**src/rtl/timer_irq_source.sv**
```systemverilog
// Memory-mapped interval timer: TH reload, TL live counter, TCON control/pending.
// Optional prescaler register PSC at BASE+12 when TIMER_PRESCALE_EN is defined.
module timer_irq_source #(
  parameter logic [31:0] BASE_ADDR  = 32'h4000_0000,
  parameter int          PRESCALE_W = 8
) (
  input  logic        clk,
  input  logic        reset,
  input  logic        MemRead,
  input  logic        MemWrite,
  input  logic [31:0] Address,
  input  logic [31:0] WriteData,
  output logic [31:0] ReadData,
  output logic        irqout
);

  localparam logic [29:0] W_TH   = BASE_ADDR[31:2];
  localparam logic [29:0] W_TL   = BASE_ADDR[31:2] + 30'd1;
  localparam logic [29:0] W_TCON = BASE_ADDR[31:2] + 30'd2;

  logic [31:0] r_th;
  logic [31:0] r_tl;
  logic [2:0]  r_tcon;
  logic [2:0]  w_tcon_nxt;

  logic w_sel_th, w_sel_tl, w_sel_tcon;
  logic w_wr_th, w_wr_tl, w_wr_tcon;
  logic w_tick, w_ovf;
  logic w_unused;

  // Byte offset within a word is ignored.
  assign w_unused   = ^Address[1:0];

  assign w_sel_th   = (Address[31:2] == W_TH);
  assign w_sel_tl   = (Address[31:2] == W_TL);
  assign w_sel_tcon = (Address[31:2] == W_TCON);

  assign w_wr_th    = MemWrite && w_sel_th;
  assign w_wr_tl    = MemWrite && w_sel_tl;
  assign w_wr_tcon  = MemWrite && w_sel_tcon;

`ifdef TIMER_PRESCALE_EN
  localparam logic [29:0] W_PSC = BASE_ADDR[31:2] + 30'd3;

  logic [PRESCALE_W-1:0] r_psc;
  logic [PRESCALE_W-1:0] r_div;
  logic                  w_sel_psc;
  logic                  w_wr_psc;

  assign w_sel_psc = (Address[31:2] == W_PSC);
  assign w_wr_psc  = MemWrite && w_sel_psc;
  assign w_tick    = r_tcon[0] && (r_div == r_psc);

  always_ff @(posedge clk or posedge reset) begin
    if (reset) begin
      r_psc <= '0;
    end else if (w_wr_psc) begin
      r_psc <= WriteData[PRESCALE_W-1:0];
    end
  end

  // Divider restarts on PSC/TL writes so the first tick after a reload is a full period.
  always_ff @(posedge clk or posedge reset) begin
    if (reset) begin
      r_div <= '0;
    end else if (w_wr_psc || w_wr_tl) begin
      r_div <= '0;
    end else if (r_tcon[0]) begin
      if (r_div == r_psc) r_div <= '0;
      else                r_div <= r_div + PRESCALE_W'(1);
    end
  end
`else
  localparam int unused_prescale_w = PRESCALE_W;

  assign w_tick = r_tcon[0];
`endif

  // A TL write wins over the tick, so no overflow can happen on that edge.
  assign w_ovf = w_tick && !w_wr_tl && (&r_tl);

  always_ff @(posedge clk or posedge reset) begin
    if (reset) begin
      r_th <= '0;
    end else if (w_wr_th) begin
      r_th <= WriteData;
    end
  end

  always_ff @(posedge clk or posedge reset) begin
    if (reset) begin
      r_tl <= '0;
    end else if (w_wr_tl) begin
      r_tl <= WriteData;
    end else if (w_ovf) begin
      r_tl <= r_th;
    end else if (w_tick) begin
      r_tl <= r_tl + 32'd1;
    end
  end

  // Overflow sets pending after the software write is applied, so a clear never hides a new irq.
  always_comb begin
    w_tcon_nxt = r_tcon;
    if (w_wr_tcon) w_tcon_nxt = WriteData[2:0];
    if (w_ovf && r_tcon[1]) w_tcon_nxt[2] = 1'b1;
  end

  always_ff @(posedge clk or posedge reset) begin
    if (reset) begin
      r_tcon <= '0;
    end else begin
      r_tcon <= w_tcon_nxt;
    end
  end

  assign irqout = r_tcon[1] && r_tcon[2];

  always_comb begin
    ReadData = 32'h0;
    if (MemRead && !reset) begin
      if (w_sel_th)        ReadData = r_th;
      else if (w_sel_tl)   ReadData = r_tl;
      else if (w_sel_tcon) ReadData = {29'h0, r_tcon};
`ifdef TIMER_PRESCALE_EN
      else if (w_sel_psc)  ReadData = 32'(r_psc);
`endif
    end
  end

endmodule

```
**config.mk**
```make
export PLATFORM = sky130hd
export DESIGN_NAME = timer_irq_source
export DESIGN_NICKNAME = d
export VERILOG_FILES = /design/src/rtl/timer_irq_source.sv
export SDC_FILE = /design/constraint.sdc
export NUM_CORES = 1
export LEC_CHECK = 0
export ABC_AREA = 0
export CORE_ASPECT_RATIO = 1.2
export CORE_UTILIZATION = 40
export DETAILED_ROUTE_END_ITERATION = 10
export GPL_ROUTABILITY_DRIVEN = 0
export HOLD_SLACK_MARGIN = 0.05
export PLACE_DENSITY = 0.69
export SYNTH_ARGS = -nofsm -noshare
export SYNTH_HDL_FRONTEND = slang
export SYNTH_SLANG_ARGS = --single-unit
```
**constraint.sdc**
```tcl
create_clock -name clk -period 3.4 [get_ports clk]
set_input_delay 0.68 -clock clk [delete_from_list [all_inputs] [get_ports clk]]
set_output_delay 0.68 -clock clk [all_outputs]
set_load 0.05 [all_outputs]
```
# Word level (Yosys, flattened, before mapping)
# Index checks and enable logic that the tools add are counted.
dict set report classes {
  addsub 1
  eq_ne 3
  mux 9
  reduce_logical 13
}
# operator n
set ops {}
lappend ops {{$mux W32} 6}
lappend ops {{$eq A30 B29 Y1 const B} 3}
lappend ops {{$add A32 B1 Y32 const B} 1}
lappend ops {{$reduce_and A32 Y1} 1}
lappend ops {{$logic_and A1 B1 Y1} 8}
lappend ops {{$mux W3} 2}
lappend ops {{$reduce_bool A3 Y1} 1}
lappend ops {{$logic_not A1 Y1} 2}
lappend ops {{$reduce_bool A2 Y1} 1}
lappend ops {{$mux W1} 1}
dict set report totals {
  regBits 67
  inputBits 68
  output_inout_bits 33
  elab_cells 30
}

# Longest topological paths before layout
# Gate-level depths: netlist of run 1.
dict set report depth {
  ltp_word 7
  mapped_depth 8
  ltp_nobuf 7
}

# Least setup slack after synthesis of run 1
# OpenSTA, ideal clock, no wires.
dict set report synth_timing {
  path_type {input port to output port}
  startpoint {input port reset}
  endpoint {output port ReadData[0]}
  arrival_ns 4.885
  required_time_ns 2.720
  path_slack_ns -2.165
  path_stages 3
  path_buffers 0
  path_cell_list {inv_1 -> nand3_1 -> a2111oi_0}
}
dict set report synth_between {
  elab_chain_cells 3
}
# element line
set synth_rtl {}
lappend synth_rtl {{start: declaration} 8} ;# input logic reset,
lappend synth_rtl {{$logic_not A1 Y1} 121} ;# if (MemRead && !reset) begin
lappend synth_rtl {{$logic_and A1 B1 Y1} 121}
lappend synth_rtl {{$mux W32} 121}
lappend synth_rtl {{end: declaration} 13} ;# output logic [31:0] ReadData,
# No other way between the ends.

# Worst setup path after layout of run 1
dict set report layout_timing {
  startpoint {input port Address[6]}
  endpoint {output port ReadData[11]}
}
dict set report layout_between {
  elab_chain_cells 4
  elab_cells_between_ends 5
  classes_between {eq/ne: 2; mux: 3}
}
# element line
set layout_rtl {}
lappend layout_rtl {{start: declaration} 11} ;# input logic [31:0] Address,
lappend layout_rtl {{$eq A30 B29 Y1} 35} ;# assign w_sel_tl = (Address[31:2] == W_TL);
lappend layout_rtl {{$mux W32} 123} ;# else if (w_sel_tl) ReadData = r_tl;
lappend layout_rtl {{$mux W32 *} 122} ;# if (w_sel_th) ReadData = r_th;
lappend layout_rtl {{$mux W32 *} 121}
# Every way passes the cells marked *; elsewhere a longest branch is shown, timed or not.

==> results of run 1 <==
[kinds of logic (layout without fill, tap and decap cells)]
kind of cell	count (synthesis)	in the layout	share of synthesized area
buffers and inverters	40	154	0.0414
multiplexers	40	40	0.106
flip-flops	67	67	0.402
AO/OA/AOI/OAI	114	114	0.183
adder cells (fa/ha/maj)	1	1	0.00300
AND/OR/NAND/NOR	193	193	0.232
XOR/XNOR	16	16	0.0336
[layer usage]
layer  routed length, um  up-vias  track usage
li1                    -     1945            -
met1                5200     2046        0.304
met2                7230      132        0.433
met3                 695       17       0.0300
met4                 169        0        0.100
met5                   0        -            0
[per-stage QoR]
stage / util / hold WS, ns / setup TNS, ns
floorplan: - / 0.468 / -0.333
global placement: 0.541 / 0.482 / -0.189
detailed placement: 0.541 / 0.496 / -1.05
CTS: 0.572 / 0.508 / 0
global route: 0.597 / 0.534 / -0.160
finish: 0.597 / 0.506 / 0
[state kept, by name, summed over array words and instances (netlist names)]
| register | count |
|---|---|
| r_tl | 32 |
| r_tcon | 3 |
| r_th | 32 |
[power breakdown]
group | internal (mW) | leakage (nW) | switching [mW] | total [mW]
Combinational | 0.0722 | 1.57 | 0.0552 | 0.127
Sequential | 0.798 | 0.817 | 0.0000763 | 0.798
Clock | 0.588 | 0.141 | 0.334 | 0.922
Total | 1.46 | 2.52 | 0.389 | 1.85
[timing repair]
action,CTS,global route
resized for setup,3,42
cloned,0,3
pin swaps,1,12
endpoints found under the setup margin,25,32
buffers inserted,1,4
hold endpoints to repair,0,0
[cell usage after synthesis (2+ instances only)]
master	count	area share
or4_1	3	0.0054
buf_6	2	0.0054
a21oi_1	20	0.024
mux2_2	28	0.076
a2111oi_0	3	0.0063
o211ai_1	3	0.0054
nor3b_1	4	0.0072
o21ai_0	24	0.029
a2bb2oi_1	2	0.0042
clkbuf_1	22	0.020
and3_1	2	0.0030
nor4_1	12	0.018
nand2b_1	3	0.0045
inv_1	11	0.0099
a211oi_1	5	0.0090
nand2_1	44	0.040
a21o_1	6	0.011
xnor2_1	6	0.013
a221oi_1	5	0.011
xor2_1	10	0.021
nand3_1	11	0.013
nand4_1	12	0.018
nor2_1	71	0.064
o21ai_1	3	0.0036
o2bb2ai_1	5	0.011
and2_1	3	0.0045
buf_2	3	0.0036
dfrtp_1	67	0.40
a22oi_1	29	0.052
mux2i_1	11	0.026
nor2b_1	3	0.0045
or3_1	2	0.0030
nor3_1	10	0.012
and4_1	6	0.013
[tightest hold or removal path: stages (launching register included)]
cell and delay, ns:
dfrtp_1 0.35, mux2i_1 0.07, nand2_1 0.05
[final cells by class]
class	instances	area [um^2]
Inverter	11	45.0
Sequential cell	67	1680
Multi-Input combinational cell	364	2520
Clock buffer	14	254
Timing Repair Buffer	127	1320
Fill cell	858	4050
Clock inverter	2	35.0
Tap cell	126	158
[worst paths after layout]
path / to / slack [ns]
max: ReadData[11] / 0.06
min: r_tcon[2] / 0.51
max reg2reg: r_tl[17] / 0.71
min reg2reg: r_tcon[2] / 0.51
max in group asynchronous: r_th[12] / 1.79
min in group asynchronous: r_th[26] / 1.04
==> results.json, run 1 <==
{
  "cp-start-kind": "input pin",
  "post-route-period-util": 0.982,
  "crit_path_max_incr_delay_ns": 0.41,
  "ant_nets": 0,
  "ctsHoldBuffers": 0,
  "yosysUniqueCellTypes": 54,
  "path_cells": "clkdlybuf4s50_1 > nor4_1 > nand4_1 > buf_6 > nor4_2 > buf_4 > buf_12 > a22oi_1 > nor2_4 > buf_4",
  "yosysSeqAreaShare": 0.402,
  "synthArstFlopShare": 1.00,
  "synth.cell_area_mm2": 0.00417,
  "clock_skew_ns": 0.00537,
  "max_freq_ghz": 0.299,
  "grt_pass1_vias": 4179,
  "initial_core_util": 0.415,
  "fin_area_mm2": 0.00601,
  "portBuffers": 98,
  "cts_max_path_buffers": 2,
  "cts_root_buf": "clkbuf_16",
  "drt_iter0_markers": 362,
  "htreeDepth": 3,
  "power_mw": 1.85,
  "cts_tree": "built",
  "ys_seq_elements": 67,
  "drive_gt1_frac": 0.231,
  "overflow": 0,
  "power_density_mw_per_mm2": 307,
  "hold_viol": 0,
  "crit_path_frequent_cell": "buf_4",
  "irDropWorstVdd_mv": 0.257,
  "place_area_mm2": 0.00544,
  "avgSynthCellArea_um2": 8.85,
  "grt_max_degree": 68,
  "status": "completed",
  "worst-path-max-fanout": 8,
  "path_class": "in -> out",
  "placed_cells": 687,
  "post-place-ws_ns": -0.0773,
  "area_delta_synth_final_pct": 44.1,
  "hold_class": "reg -> reg",
  "crit_family": "buffers and inverters",
  "wl_per_cell_um": 18.7,
  "grt_pass1_wl_um": 20800,
  "grt_use_total": 0.248,
  "drt_wl_total_um": 13300,
  "diodes": 0,
  "fp.dieH_um": 114,
  "drt_pre_antenna_iters": 5,
  "clock_sinks": 67,
  "hold_depth": 2,
  "yosysWarnings": 0,
  "setup_viol": 0,
  "instances_no_fill": 711,
  "drv_slew": 0,
  "period_needed_ns": 3.34,
  "die_w_um": 95.2,
  "relSlewSlack": 0.422,
  "final_nets": 649,
  "antenna_found_initial": 0,
  "required_ns": 2.72,
  "worst-path-stages": 10,
  "coreArea_mm2": 0.0101,
  "drc_errors": 0,
  "worst_pin_slew_ns": 0.867,
  "r2r_cells": 6,
  "dieArea_mm2": 0.0108,
  "synth_edf_count": 0,
  "holdCritStartpoint": "r_tcon[2]",
  "synthFlopType": "dfrtp_1",
  "layout_common_cells": "dfrtp_1 (67), nor2_1 (60), clkdlybuf4s50_1 (54), nand2_1 (44), buf_4 (39)",
  "critical_path_arrival_ns": 2.66,
  "ioPinCount": 101,
  "synthCells": 471,
  "cp_slowest_cell": "clkdlybuf4s50_1",
  "fin_ws_ns": 0.0596,
  "power.leakage_nw": 2.52,
  "rows": 40,
  "critPathBufInv": 5,
  "final_common_cell": "dfrtp_1",
  "syn_nets": 540,
  "via_per_inst": 5.82,
  "crit_path_start": "Address[6]",
  "clk_latency_ns": 0.33,
  "cap_violations": 0,
  "routed-via-count": 4140,
  "end_kind": "output port",
  "place_hpwl_um": 8860,
  "path_clk_slew_ns": 0.05,
  "numCtsBuffers": 9,
  "r2r_start": "r_tl[24]"
}
No activity file was read; power rests on OpenSTA's default activity.
==> run 2: changes to the inputs <==
--- a/config.mk
+++ b/config.mk
@@ -6,6 +6,7 @@
 export NUM_CORES = 1
 export LEC_CHECK = 0
 export ABC_AREA = 0
+export CAP_MARGIN = 20
 export CORE_ASPECT_RATIO = 1.2
 export CORE_UTILIZATION = 40
 export DETAILED_ROUTE_END_ITERATION = 10
==> results of run 2 <==
No change in the layout: final DEF, timing and power equal those of run 1.
